<file path="src/rtl/icache.sv">
// Direct-mapped, one-word-per-block instruction cache between the fetch stage and memory.
// Define ICACHE_STATS_EN to add saturating hit_count / miss_count outputs.
module icache #(
    parameter int NSETS = 16
) (
    input  logic        CLK,
    input  logic        RST,
    input  logic        imemREN,
    input  logic [31:0] imemaddr,
    output logic        ihit,
    output logic [31:0] imemload,
    output logic        iREN,
    output logic [31:0] iaddr,
    input  logic        iwait,
    input  logic [31:0] iload
`ifdef ICACHE_STATS_EN
    ,
    output logic [31:0] hit_count,
    output logic [31:0] miss_count
`endif
);

    localparam int IDX_W = $clog2(NSETS);
    localparam int TAG_W = 32 - IDX_W - 2;

    typedef enum logic {
        IDLE,
        FILL
    } state_t;

    state_t             state;
    logic [NSETS-1:0]   valid;
    logic [TAG_W-1:0]   tags [NSETS];
    logic [31:0]        data [NSETS];
    logic [31:0]        fill_addr;

    logic [IDX_W-1:0]   idx;
    logic [TAG_W-1:0]   tag;
    logic [IDX_W-1:0]   fill_idx;
    logic [TAG_W-1:0]   fill_tag;
    logic               hit;
    logic               miss_start;
    logic               fill_done;
    logic               unused_offset;

    assign idx           = imemaddr[IDX_W+1:2];
    assign tag           = imemaddr[31:IDX_W+2];
    assign fill_idx      = fill_addr[IDX_W+1:2];
    assign fill_tag      = fill_addr[31:IDX_W+2];
    assign unused_offset = ^imemaddr[1:0];

    // Lookups only happen in IDLE, so a frame write can never race a read.
    assign hit        = (state == IDLE) && imemREN && valid[idx] && (tags[idx] == tag);
    assign miss_start = (state == IDLE) && imemREN && !hit;
    assign fill_done  = (state == FILL) && !iwait;

    assign ihit     = hit;
    assign imemload = hit ? data[idx] : 32'h0;
    assign iREN     = (state == FILL);
    assign iaddr    = fill_addr;

    // Once started, a fill always runs to completion from fill_addr, regardless of imemREN.
    always_ff @(posedge CLK or posedge RST) begin
        if (RST) begin
            state     <= IDLE;
            valid     <= '0;
            fill_addr <= '0;
        end else begin
            if (miss_start) begin
                fill_addr <= {imemaddr[31:2], 2'b00};
                state     <= FILL;
            end
            if (fill_done) begin
                valid[fill_idx] <= 1'b1;
                state           <= IDLE;
            end
        end
    end

    always_ff @(posedge CLK) begin
        if (fill_done) begin
            tags[fill_idx] <= fill_tag;
            data[fill_idx] <= iload;
        end
    end

`ifdef ICACHE_STATS_EN
    always_ff @(posedge CLK or posedge RST) begin
        if (RST) begin
            hit_count  <= '0;
            miss_count <= '0;
        end else begin
            if (hit && hit_count != 32'hFFFF_FFFF) begin
                hit_count <= hit_count + 32'd1;
            end
            if (miss_start && miss_count != 32'hFFFF_FFFF) begin
                miss_count <= miss_count + 32'd1;
            end
        end
    end
`endif

endmodule
</file>
<file path="config.mk">
export PLATFORM = sky130hd
export DESIGN_NAME = icache
export DESIGN_NICKNAME = d
export VERILOG_FILES = /design/src/rtl/icache.sv
export SDC_FILE = /design/constraint.sdc
export NUM_CORES = 1
export LEC_CHECK = 0
export BUFFER_PORTS_ARGS = -buffer_cell sky130_fd_sc_hd__buf_2
export CORE_UTILIZATION = 50
export CTS_BUF_LIST = sky130_fd_sc_hd__clkbuf_4 sky130_fd_sc_hd__clkbuf_8
export CTS_CLUSTER_SIZE = 10
export DETAILED_ROUTE_END_ITERATION = 7
export PLACE_DENSITY = 0.76
export SLEW_MARGIN = 20
export SYNTH_ARGS = -nofsm -noshare
export SYNTH_HDL_FRONTEND = slang
export SYNTH_SLANG_ARGS = --single-unit
</file>
<file path="constraint.sdc">
create_clock -name CLK -period 6.99 [get_ports CLK]
set_clock_uncertainty 0.05 [all_clocks]
set_input_delay 1.398 -clock CLK [delete_from_list [all_inputs] [get_ports CLK]]
set_output_delay 1.398 -clock CLK [all_outputs]
set_load 0.005 [all_outputs]
</file>
Word level (Yosys, flattened, before mapping)
Memory sizes are Yosys's and may differ from the RTL's. Cells that the tools add are included.

Register bits: 47. Memory bits (writable): 928. Word-level logic and storage cells: 29. Memories: 2.

Order comparisons: 3. Equality and inequality tests: 1. Multiplexer cells: 9. Bitwise gates (word level): 2. Reductions and logical operators: 9.

Memory list: data (depth 16, bits a word 32, rd ports 1, clocked after memory_dff 0, wr ports 1, RTL line 34) `logic [31:0] data [NSETS];`; tags (depth 16, bits a word 26, rd ports 1, clocked after memory_dff 0, wr ports 1, RTL line 33) `logic [TAG_W-1:0] tags [NSETS];`.

Operators by type and width (number): $mux W32 (1); $eq A26 B26 Y1 (1); $or A16 B16 Y16 (1); $lt A4 B5 Y1 const B (2); $logic_and A1 B1 Y1 (6); $mux W1 (6); $bmux W1 S4 (1); $demux W1 S4 (1); $ge A4 B1 Y1 const B (1); $logic_not A1 Y1 (2); $reduce_bool A2 Y1 (1); $not A1 Y1 (1).

Depth between registers and ports, before layout
Depth after elaboration: 8. Depth in mapped cells: 13. Depth with buffers taken out: 8.

Worst setup path after synthesis
OpenSTA, ideal clock, no wires.

Kind: input-to-reg. Start: input iwait. End: register valid[0]. Arrival: 6373 ps. Data required time: 6851 ps. Slack: 477 ps. Cell stages on the path: 4. Buffers on the path: 0. Cells stage by stage: nand2b_1 or3_1 nor3_1 or2_2.

Longest elaborated chain between the ends: 2.

Ends and longest elaborated chain: start, declared (RTL line 14) `input logic iwait,`; $logic_not A1 Y1 (RTL line 55) `assign fill_done = (state == FILL) && !iwait;`; $logic_and A1 B1 Y1 (RTL line 55); end signal, assigned (RTL line 66) `valid <= '0;`; end signal, assigned by index (RTL line 74) `valid[fill_idx] <= 1'b1;`; end, declared (RTL line 32) `logic [NSETS-1:0] valid;`.

Every way passes these cells. A chain may end at the register's enable or synchronous reset.

Worst setup path in the final report
Start: input imemaddr[5]. End: output imemload[18].

Longest elaborated chain between the ends: 5. Elaborated cells between the ends (all ways): 8. Those cells by class: 1 x eq/ne; 3 x mux; 2 x reduce/logical; 2 x memory.

Ends and longest elaborated chain: start, declared (RTL line 9) `input logic [31:0] imemaddr,`; branches (longest 4 deep; another with $mem_v2 Z16 W26); $mux W32 (*) (RTL line 58) `assign imemload = hit ? data[idx] : 32'h0;`; end, declared (RTL line 11) `output logic [31:0] imemload,`.

Mark *: on every way between the ends. The select of a mux whose other input is x is not followed.

==> impl_summary.md <==
Critical path
The top fanout value on the critical path is 49. The data arrival at the endpoint of the critical path is 4740 ps. STA classifies the critical path startpoint as an input pin. The slowest library cell on the worst path is sky130_fd_sc_hd__buf_4. The sort of element at the end of the critical path is an output pin. The critical path starts at imemaddr[5]. On the worst path, the slowest cell contributes a delay of 680 ps. The critical path goes through buf_4 -> buf_4 -> mux2i_1 -> nand3_1 -> nand4_1 -> mux2_2 -> o2111ai_1 -> nor4_4 -> buf_12 -> and3_1 -> buf_2. The start of the worst register-to-register path is tags[0][11]$_DFFE_PP_.

The total buffers and inverters traversed by the critical path is 4. Setup slack on the worst reg-to-reg path comes out at 3240 ps. The critical path's top delay family is buffers and inverters. The cell type with the highest occurrence count on the critical path is sky130_fd_sc_hd__buf_4. The required time at the endpoint of the critical path is 5540 ps. The critical path start-end classification is in2out.

STA
The final critical path time including I/O delays and setup is 6190 ps. The final critical-path setup slack is 797 ps. Setup violations remaining at the end of the flow were counted as 0. The final worst-path cycle share is 0.886. In this run the tightest slew margin relative to its limit is 0.259. The final-layout worst hold slack is 413 ps. The final total negative setup slack is 0 ps. The final count of pins violating max slew is 0. The number of failing hold endpoints at the final stage came to 0. Setup repair after global routing left no endpoint under its margin. At the pin with the least slew margin, the transition time is 1110 ps. For this run, the top clock speed supported by timing is 161 MHz.

Yosys
The number of unique standard cell types used by synthesis is 55. The count of flip-flops with a built-in enable after synthesis is 928. The main combinational cell family by area after synthesis is multiplexers.

For this run, the number of Yosys warnings is 0. Of the total synthesized cell area, the portion taken by AND, OR, NAND and NOR gates is 0.0247. The portion of synthesized area spent on multiplexers is 0.182. The fraction of registers with async set or reset after synthesis is 0.0482. The synthesized area per cell is 22.9 um^2. The fraction of the yosys area taken by sequential cells is 0.765. The total standard cell area after synthesis is 38000 um^2. The main flop type after synthesis is sky130_fd_sc_hd__edfxtp_1. The number of register bits inferred by synthesis is 975. Of the total synthesized cell area, the portion taken by full adders, half adders and majority gates is 0. Of the total synthesized cell area, the portion taken by XOR and XNOR cells is 0.00807. After technology mapping, the gate count stands at 1655. The post-synthesis compound-gate area fraction is 0.00774.

Clock tree
The buffer count from post-CTS setup fixing is 0. The H-tree depth is 4. The CTS tree is yes.

Buffers inserted to repair hold after CTS numbered 0. The number of clock sinks seen by CTS is 975. The tree is rooted in a sky130_fd_sc_hd__clkbuf_8.

The clock reaches the later pin of the worst-skew pair after 790 ps. The clock slew at the register clock pins of the worst setup and hold paths is 50 ps. After clock tree synthesis, the repair step resized 0 gates. The maximum root-to-sink buffer count is 3.

In this run, CTS created clock tree buffers numbering 150.

Min path
The worst hold path begins at valid[9]$_DFFE_PP0P_. The min-delay analysis places its worst path in the category reg2reg.

Global routing
In the global route stage, met1 resource usage came out at 0.300. The number of antenna violations at the first check in global routing is 10. Summed over all layers, the global routing overflow is 0. The met2 capacity usage during global routing is 0.366. The number of global-route vias before repair is 19000. The pin count of the biggest net entering global routing is 84. In the global route stage, overall resource usage came out at 0.222. For this run, global-route usage on met3 was measured as 0.0420. The global-route wire length before repair is 124000 um.

The global routing's busiest layer is met2.

Placement
The number of I/O port buffers is 129. The final HPWL from detailed placement is 43900 um. Timing analysis after detailed placement gives a worst setup slack of 865 ps. The routability-driven placement congestion ratio is 0.766.

The instance count after placement with tap cells included is 2716.

Routing
The sum of routed wire length over all layers is 84000 um. The average routed wire per standard cell is 28.2 um. The number of remaining DRC errors is 0.

The count of TritonRoute iterations in the first routing pass is 5. The via total after detailed routing is 18100. In the routed layout, each cell is associated on average with a via count of 6.07. Once detail routing completed, the nets flagged for antenna violations numbered 0. The first routing iteration left 2002 violations.

Cells and area
The area growth from synthesis to layout is 12.8%. Summing all flip-flop and latch instances after layout gives 29000 um^2. The top cell types in the final layout, fill and taps aside, are sky130_fd_sc_hd__edfxtp_1, sky130_fd_sc_hd__mux4_2, sky130_fd_sc_hd__clkbuf_8. At the end of the flow, the number of nets in the layout was 1967.

Excluding fillers, the count of instances in the completed layout stands at 2982. The leading cell type in the layout, fill and taps excluded is sky130_fd_sc_hd__edfxtp_1. The final-layout fill cell count is 5292. In the final layout, the multi-input gates occupy 8560 um^2. In the final layout, the share of cells above drive strength 1 is 0.370.

Job
The tool flagged a number of max-cap violations equal to 0.

Power and ir drop
The fraction of power consumed by the clock network is 0.368. The leakage dissipation is 14.2 nW. Of the total power, the share spent switching nets is 0.227. The sequential group share of total power is 0.563. The internal power of the cells is 9.58 mW. The share of total power dissipated in combinational logic is 0.069. The worst-case IR drop observed on VDD is 0.185 mV. The total power after layout is 12.4 mW. The total power per unit cell area is 289 nW/um^2. For this design the total switching power over the nets is 2.81 mW.

Floorplan
From bottom edge to top edge, the die measures 278 um. The initial utilization of the core area, before any placement, comes to 0.508. The floorplan die area is 77100 um^2.

134 I/O pins were placed. The horizontal extent of the die is 278 um. The floorplan has 100 rows. The placeable core area is 74800 um^2.

Run status
The flow ran to the end, and the final reports show no timing, DRC or antenna violations.
synth_stat cells (9+ instances only):
| cell | count | area, um^2 |
|---|---|---|
| sky130_fd_sc_hd__or2_2 | 16 | 100 |
| sky130_fd_sc_hd__buf_6 | 9 | 101 |
| sky130_fd_sc_hd__xnor2_1 | 27 | 236 |
| sky130_fd_sc_hd__mux2_2 | 10 | 113 |
| sky130_fd_sc_hd__and3_1 | 32 | 200 |
| sky130_fd_sc_hd__buf_4 | 13 | 97.6 |
| sky130_fd_sc_hd__edfxtp_1 | 928 | 27900 |
| sky130_fd_sc_hd__nor2b_1 | 11 | 68.8 |
| sky130_fd_sc_hd__nor2_1 | 22 | 82.6 |
| sky130_fd_sc_hd__mux2i_1 | 67 | 671 |
| sky130_fd_sc_hd__dfrtp_1 | 47 | 1180 |
| sky130_fd_sc_hd__buf_2 | 32 | 160 |
| sky130_fd_sc_hd__nand3_1 | 10 | 50.1 |
| sky130_fd_sc_hd__clkbuf_1 | 34 | 128 |
| sky130_fd_sc_hd__nand2_1 | 17 | 63.8 |
| sky130_fd_sc_hd__mux2_4 | 29 | 435 |
| sky130_fd_sc_hd__mux4_2 | 252 | 5680 |
layer usage:
| metal | vias to the layer above | part of all wire |
|---|---|---|
| li1 | 7482 | - |
| met1 | 9598 | 0.39 |
| met2 | 903 | 0.51 |
| met3 | 118 | 0.081 |
| met4 | 6 | 0.019 |
| met5 | - | 0.00044 |
state kept, by name, indices dropped and copies added (netlist names):
name	cells
valid	16
iREN	1
tags	416
data	512
iaddr	30
logic make-up after synthesis:
family / Yosys count
flops: 975
other cells: 1
compound gates: 38
simple gates: 156
mux: 358
buf+inv: 92
xor+xnor: 35
final cells by class:
type / count / share of cell area
flip-flops and latches: 975 / 0.678
diodes: 4 / 0.000234
repair buffers: 180 / 0.0269
well taps: 969 / 0.0283
clock buffers: 205 / 0.0580
multi-input cells: 589 / 0.200
inverters: 3 / 0.000263
clock inverters: 57 / 0.00905
final timing paths:
| check | to | cells past startpoint |
|---|---|---|
| hold / removal | valid[9]$_DFFE_PP0P_ | 1 |
| setup reg to reg | iaddr[15]$_DFFE_PP0P_ | 10 |
| min in group asynchronous | iaddr[12]$_DFFE_PP0P_ | 3 |
| hold reg to reg | valid[9]$_DFFE_PP0P_ | 1 |
| max in group asynchronous | iaddr[13]$_DFFE_PP0P_ | 3 |
| setup / recovery | imemload[18] | 11 |
worst reg2reg max path: stages, from the launching register on:
cell and delay, ps:
sky130_fd_sc_hd__edfxtp_1 360, sky130_fd_sc_hd__mux4_2 470, sky130_fd_sc_hd__xnor2_1 150, sky130_fd_sc_hd__a211oi_1 660, sky130_fd_sc_hd__a2111oi_2 100, sky130_fd_sc_hd__o211ai_1 190
sky130_fd_sc_hd__nor4_4 100, sky130_fd_sc_hd__buf_12 190, sky130_fd_sc_hd__a21boi_4 310, sky130_fd_sc_hd__buf_4 620, sky130_fd_sc_hd__mux2_2 420
per-stage QoR:
stage | cell area [um^2] | utilization
detailed placement | 40000 | 0.534
global route | 42900 | 0.573
CTS | 42800 | 0.573
finish | 42900 | 0.573
floorplan | 38000 | -
global placement | 39900 | 0.534
power groups by stage:
stage | logic [mW] | clock network [mW] | registers, mW
5_1_grt | 0.913 | 4.87 | 7.01
3_3_place_gp | 0.842 | 0 | 7.06
2_1_floorplan | 0.548 | 0 | 7.03
4_1_cts | 0.869 | 4.63 | 6.98
6_report | 0.853 | 4.56 | 6.98
3_5_place_dp | 0.864 | 0 | 7.10
Note: power is estimated with default switching activity, not from simulation.
